**config.mk**
```make
export PLATFORM = sky130hd
export DESIGN_NAME = axi_axil_rd_split
export DESIGN_NICKNAME = d
export VERILOG_FILES = /design/src/rtl/axi_axil_rd_split.sv
export SDC_FILE = /design/constraint.sdc
export NUM_CORES = 1
export LEC_CHECK = 0
export ABC_AREA = 1
export ABC_CLOCK_PERIOD_IN_PS = 3500
export CAP_MARGIN = 20
export CELL_PAD_IN_SITES_DETAIL_PLACEMENT = 0
export CELL_PAD_IN_SITES_GLOBAL_PLACEMENT = 2
export CORE_MARGIN = 5
export CORE_UTILIZATION = 33
export DETAILED_ROUTE_END_ITERATION = 10
export DONT_BUFFER_PORTS = 1
export PLACE_DENSITY_LB_ADDON = 0.1
export RECOVER_POWER = 25
export REMOVE_ABC_BUFFERS = 1
export SLEW_MARGIN = 20
export SYNTH_ARGS = -nofsm -noshare
export SYNTH_HDL_FRONTEND = slang
export SYNTH_SLANG_ARGS = --single-unit
export TNS_END_PERCENT = 50
```
**constraint.sdc**
```tcl
create_clock -name clk -period 3.5 [get_ports clk]
set_input_delay 0.875 -clock clk [delete_from_list [all_inputs] [get_ports clk]]
set_output_delay 0.875 -clock clk [all_outputs]
set_load 0.005 [all_outputs]
```
**src/rtl/axi_axil_rd_split.sv**
```systemverilog
// AXI4 read slave that splits each burst into single-beat AXI4-Lite reads.
// One burst in flight at a time. Each beat takes one Lite AR handshake and then
// one R handshake. The R channel is passed through combinationally while the
// block waits for the Lite read data.
module axi_axil_rd_split #(
  parameter int DATA_WIDTH = 32,
  parameter int ADDR_WIDTH = 32,
  parameter int ID_WIDTH   = 8
) (
  input  logic                  clk,
  input  logic                  rst,
  input  logic [ID_WIDTH-1:0]   s_axi_arid,
  input  logic [ADDR_WIDTH-1:0] s_axi_araddr,
  input  logic [7:0]            s_axi_arlen,
  input  logic [2:0]            s_axi_arsize,
  input  logic [1:0]            s_axi_arburst,
  input  logic [2:0]            s_axi_arprot,
  input  logic                  s_axi_arvalid,
  output logic                  s_axi_arready,
  output logic [ID_WIDTH-1:0]   s_axi_rid,
  output logic [DATA_WIDTH-1:0] s_axi_rdata,
  output logic [1:0]            s_axi_rresp,
  output logic                  s_axi_rlast,
  output logic                  s_axi_rvalid,
  input  logic                  s_axi_rready,
  output logic [ADDR_WIDTH-1:0] m_axil_araddr,
  output logic [2:0]            m_axil_arprot,
  output logic                  m_axil_arvalid,
  input  logic                  m_axil_arready,
  input  logic [DATA_WIDTH-1:0] m_axil_rdata,
  input  logic [1:0]            m_axil_rresp,
  input  logic                  m_axil_rvalid,
  output logic                  m_axil_rready
);

  typedef enum logic [1:0] {IDLE, ADDR, DATA} state_t;

  state_t                state_reg, state_next;
  logic                  arready_reg;
  logic [ID_WIDTH-1:0]   id_reg;
  logic [ADDR_WIDTH-1:0] addr_reg;
  logic [7:0]            len_reg;
  logic [7:0]            count_reg;
  logic [2:0]            size_reg;
  logic [1:0]            burst_reg;
  logic [2:0]            prot_reg;

  logic                  ar_hs;
  logic                  r_hs;
  logic                  in_data;
  logic [ADDR_WIDTH-1:0] step;
  logic [ADDR_WIDTH-1:0] addr_inc;
  logic [ADDR_WIDTH-1:0] wrap_mask;
  logic [ADDR_WIDTH-1:0] addr_next;

  assign in_data = (state_reg == DATA);
  assign ar_hs   = (state_reg == IDLE) & arready_reg & s_axi_arvalid;
  assign r_hs    = in_data & m_axil_rvalid & s_axi_rready;

  // Address of the following beat. WRAP keeps the bits above the wrap window
  // and lets only the bits inside the window roll over. The reserved burst
  // type falls into the INCR default.
  always_comb begin
    step      = ADDR_WIDTH'(1) << size_reg;
    addr_inc  = addr_reg + step;
    wrap_mask = ((ADDR_WIDTH'(len_reg) + ADDR_WIDTH'(1)) << size_reg) - ADDR_WIDTH'(1);
    case (burst_reg)
      2'b00:   addr_next = addr_reg;
      2'b10:   addr_next = (addr_reg & ~wrap_mask) | (addr_inc & wrap_mask);
      default: addr_next = addr_inc;
    endcase
  end

  // Next-state logic: IDLE -> ADDR -> DATA, looping back to ADDR until the last beat.
  always_comb begin
    state_next = state_reg;
    case (state_reg)
      IDLE:    if (ar_hs) state_next = ADDR;
      ADDR:    if (m_axil_arready) state_next = DATA;
      DATA:    if (r_hs) state_next = (count_reg == 8'd0) ? IDLE : ADDR;
      default: state_next = IDLE;
    endcase
  end

  // State register. arready is registered and tracks whether the next state is IDLE.
  always_ff @(posedge clk or negedge rst) begin
    if (!rst) begin
      state_reg   <= IDLE;
      arready_reg <= 1'b0;
    end else begin
      state_reg   <= state_next;
      arready_reg <= (state_next == IDLE);
    end
  end

  // Burst context: captured on AR acceptance and advanced after each returned beat.
  always_ff @(posedge clk or negedge rst) begin
    if (!rst) begin
      id_reg    <= '0;
      addr_reg  <= '0;
      len_reg   <= '0;
      count_reg <= '0;
      size_reg  <= '0;
      burst_reg <= '0;
      prot_reg  <= '0;
    end else if (ar_hs) begin
      id_reg    <= s_axi_arid;
      addr_reg  <= s_axi_araddr;
      len_reg   <= s_axi_arlen;
      count_reg <= s_axi_arlen;
      size_reg  <= s_axi_arsize;
      burst_reg <= s_axi_arburst;
      prot_reg  <= s_axi_arprot;
    end else if (r_hs && count_reg != 8'd0) begin
      count_reg <= count_reg - 8'd1;
      addr_reg  <= addr_next;
    end
  end

  assign s_axi_arready  = arready_reg;
  assign m_axil_arvalid = (state_reg == ADDR);
  assign m_axil_araddr  = addr_reg;
  assign m_axil_arprot  = prot_reg;

  // R channel is a straight pass-through, opened only while a beat is expected.
  assign s_axi_rvalid  = in_data & m_axil_rvalid;
  assign m_axil_rready = in_data & s_axi_rready;
  assign s_axi_rdata   = m_axil_rdata;
  assign s_axi_rresp   = m_axil_rresp;
  assign s_axi_rid     = id_reg;
  assign s_axi_rlast   = in_data & (count_reg == 8'd0);

endmodule

```
## Word level (Yosys, flattened, before mapping)

Cells that the tools add are included.

| word-level totals | value |
|---|---|
| register bits | 67 |
| input bits | 96 |
| output and inout port bits | 82 |
| word-level logic and storage cells | 47 |

| cells by class | value |
|---|---|
| add/subtract/negate cells | 4 |
| eq/ne operators | 4 |
| shifts and indexed selects | 2 |
| mux-type cells | 10 |
| bitwise logic cells | 10 |
| reductions and logical operators | 8 |

Operators with widths:

| cell | count |
|---|---|
| bitwise AND 32 bit | 2 |
| two-way mux 32 bit | 2 |
| case mux 32 bit (2 select lines) | 1 |
| adder 32 bit | 1 |
| NOT 32 bit | 1 |
| OR 32 bit | 1 |
| << shifter 1 x 3 -> 32 bit (first input constant) | 1 |
| << shifter 9 x 3 -> 32 bit | 1 |
| subtractor 32 x 1 -> 32 bit (second input constant) | 1 |
| two-way mux 8 bit | 2 |
| adder 8 x 1 -> 9 bit (second input constant) | 1 |
| zero test 8 bit | 1 |
| nonzero test 8 bit | 1 |
| subtractor 8 x 1 -> 8 bit (second input constant) | 1 |
| bitwise AND 1 bit | 6 |
| zero test 2 bit | 3 |
| two-way mux 2 bit | 3 |
| case mux 2 bit (3 select lines) | 1 |
| equality test 2 bit (second input constant) | 2 |
| equality test 2 x 1 -> 1 bit (second input constant) | 1 |
| inequality test 2 bit (second input constant) | 1 |
| AND reduction 2 bit | 1 |
| nonzero test 2 bit | 1 |
| logical AND 1 bit | 1 |
| two-way mux 1 bit | 1 |

## Depth between registers and ports, before layout

| logic depth | value |
|---|---|
| depth in word-level cells | 9 |
| depth in mapped cells | 21 |

## Worst setup path before layout

OpenSTA, ideal clock, no wires.

| path | value |
|---|---|
| path kind | reg2reg |
| from | reg size_reg[1] |
| to | reg with a tool-made name |
| library setup time | 117 ps |
| arrival time | 2,812 ps |
| required time | 3,383 ps |
| slack | 571 ps |
| cell stages (with the launch flop) | 18 |
| path buffers | 2 |
| clock period less this slack | 2,929 ps |
| path through | dfrtp_1 -> buf_2 -> buf_2 -> nor3_1 -> ha_1 -> inv_1 -> fa_1 -> o21ai_0 -> nand3_1 -> nand2_1 -> nand2_1 -> nor3_1 -> nand2_1 -> xnor2_1 -> nand4_1 -> nand2_1 -> nand2_1 -> nand2_1 |

RTL lines:

| what | RTL line | text |
|---|---|---|
| from (decl) | 44 | `logic [2:0] size_reg;` |
| from (signal assigned) | 111 | `size_reg <= s_axi_arsize;` |

==> impl_metrics.toml <==
[outcome]
status = "finished, final reports clean"

[critical_path]
r2r_slack_ns = 0.38
timing.rr.start = "size_reg[0]$_DFFE_PN0P_"
reg2reg_depth = 16
crit_path_end_kind = "register"
critPathMaxFanout = 12
cp-startpoint = "size_reg[0]$_DFFE_PN0P_"
worstSetupStartpointType = "register"
required_ns = 3.75
crit_type = "register to register"
worstPathArrival_ns = 3.37

[drt]
drt_first_pass_iters = 5
routed_wl_um = 19200
drcViolationCount = 0
drt_iter0_markers = 313
ant_nets = 0
wl_per_cell_um = 17.6
num_vias = 5606
viasPerCell = 5.12

[yosys]
synth_compound_area_share_pct = 12.2
synth_top_family_by_area = "simple AND/OR/NAND/NOR gates"
yosysWarnings = 0
ys_ff_latch = 67
yosysMostFrequentCell = "nand2_1"
netlist_area_sq_um = 5760
synth_commonest_cells = "303 x nand2_1, 84 x inv_1, 82 x nand3_1"
synthMuxAreaShare_pct = 0.348
syn_avg_cell_area_sq_um = 6.39
yosys.area.top_type_share_pct = 29.1
netlist.top_cell.by_area = "dfrtp_1"
async_reset_ff_share_pct = 100
synth_edf_count = 0
synthFlopType = "dfrtp_1"
synthAdderAreaFrac_pct = 3.17
synth-xor-area-share_pct = 1.98
syn-instance-count = 901
yosysSeqAreaShare_pct = 29.1
ys_types = 46
synth_area_leaders = "dfrtp_1 29%, nand2_1 20%, nand3_1 7.1%, o21ai_0 5.6%, inv_1 5.5%"
synth_simple_gate_area_share_pct = 40.6

[floorplanning]
die_y_um = 142
die_area_sq_um = 20200
num_rows = 48
die-width_um = 142
pin_count = 178
start_util_pct = 33.4
core_area_sq_um = 17200

[power]
p_sw_mw = 3.13
seqPwrFrac_pct = 26.0
combPwrFrac_pct = 56.7
internal_power_mw = 2.85
p_leak_nw = 2.98
peakVddDrop_mv = 0.307
p_per_area_nw_per_um2 = 984
switching_share_pct = 52.4
p_clk_share_pct = 17.2

[timing]
fin_crit_ns = 3.12
finalHoldViolations = 0
fin_crit_sh_pct = 89.2
setup_ws_ns = 0.379
slew_viol_final = 0
finalSetupViolations = 0
clock_skew_ns = 0.0118
finalSetupTns_ns = 0
fmax_ghz = 0.320
rsz0062_at_grt = "false"
timing.slew.headroom_pct = 58.1
worst_pin_slew_ns = 0.629

[clock_tree]
post-cts-setup-buffers = 0
clk_pin_slew_worst_paths_ns = 0.07
htree_levels = 3
cts-root-buf = "clkbuf_16"
clock_path_buffers = 2
tritoncts = "done"
cts.sinks = 67
ctsHoldBuffers = 0
insertion_delay_ns = 0.34
cts-buffers-inserted = 9

[layout]
final_util_pct = 35.3
nFillCells = 1909
nNetsFinal = 974
multiInputGateArea_sq_um = 3350
regArea_sq_um = 1680
drive_gt1_share_pct = 9.32
syn_to_final_growth_pct = 5.52
num_antenna_cells = 0

[global_route]
grt_max_degree = 68
overflow = 0
grt_usage_pct = 19.3
grt_pass1_vias = 5485
antenna_found_initial = 1
grt_first_pass_wirelength_um = 30800

[placement]
portBuffers = 0
dp_hpwl_um = 14700
gp_congestion = 0.829
place_ws_ns = 0.288

[job]
drv_cap = 0

[worst_hold_path]
hold_class = "input port to async pin"
[placed cells by master, fill, tap and decap left out, drive strengths merged, types with 3 or more instances in the layout]
| master | Yosys | final |
|---|---|---|
| nand2 | 321 | 321 |
| inv | 92 | 94 |
| nand3 | 94 | 94 |
| nor2 | 80 | 80 |
| o21ai | 69 | 69 |
| dfrtp | 67 | 67 |
| a21oi | 33 | 33 |
| nand4 | 18 | 18 |
| ha | 13 | 13 |
| buf | 49 | 12 |
| nor3 | 12 | 12 |
| clkbuf | 11 | 9 |
| xor2 | 7 | 7 |
| xnor2 | 6 | 6 |
| a31oi | 4 | 4 |
| clkinv | 1 | 4 |
| o31ai | 3 | 3 |
[per-layer routing]
metal  wire length [um]  track usage (%)  part of all wire, %  up-vias
met1               8820             25.8                   46     2588
met5                 13             1.20                0.068        -
met4                221             4.24                  1.1        2
met3               1810             7.73                  9.4       20
met2               8380             29.3                   44      187
li1                   -                -                    -     2809
[worst min path at each step]
stage | end | slack, ns | cells past startpoint
floorplan | m_axil_arprot[0]$_DFFE_PN0P_ | 0.47 | 2
global placement | s_axi_rid[1]$_DFFE_PN0P_ | 0.50 | 2
detailed placement | m_axil_arprot[2]$_DFFE_PN0P_ | 0.50 | 2
CTS | async pin | 0.21 | 0
global route | async pin | 0.21 | 0
finish | async pin | 0.22 | 0
[cells by family after synthesis]
kind of cell / count (synthesis)
compound gates: 122
xor+xnor: 13
fa+ha+maj: 14
buf+inv: 153
flops: 67
mux: 2
simple gates: 530
[cell type report]
| cell class | instances | share of cell area, % |
|---|---|---|
| clock buffers | 9 | 3.71 |
| clock inverters | 7 | 1.65 |
| inverters | 93 | 5.74 |
| multi-input cells | 681 | 55.2 |
| flip-flops and latches | 67 | 27.6 |
| well taps | 225 | 4.63 |
| repair buffers | 12 | 1.48 |
[worst max-delay path: stages, from the launching register on]
cell and delay [ns]:
dfrtp_1 0.42, inv_2 0.05, buf_4 0.18, nand2_1 0.11, nor2_1 0.06, ha_1 0.37
a21oi_1 0.11, o21a_1 0.17, nand2_1 0.14, a21boi_1 0.15, o21ai_1 0.42, nand2_1 0.19
nor2_1 0.28, nand2_1 0.09, nand2_1 0.07, nand3b_1 0.07, a22oi_1 0.16
[what timing repair did]
item / CTS / global route
endpoints found under the hold margin: 0 / 0
endpoints found under the setup margin: 0 / 5
gates resized for setup: 0 / 2
[stage by stage]
step | area (sq um) | instances | hold WS, ns | power, mW
after floorplan | 5380 | 841 | 0.472 | 4.02
after global placement | 5750 | 1078 | 0.501 | 4.97
after detailed placement | 5750 | 1078 | 0.503 | 5.00
after CTS | 6080 | 1094 | 0.205 | 6.07
after global routing | 6080 | 1094 | 0.208 | 6.63
final | 6080 | 1094 | 0.219 | 5.98
[power groups by stage]
stage	logic (mW)	registers, mW	clock network (mW)
4_1_cts	3.44	1.57	1.06
5_1_grt	3.91	1.63	1.09
3_5_place_dp	3.42	1.58	0
3_3_place_gp	3.40	1.57	0
2_1_floorplan	2.54	1.47	0
6_report	3.39	1.56	1.03
(Power assumes the default switching activity.)
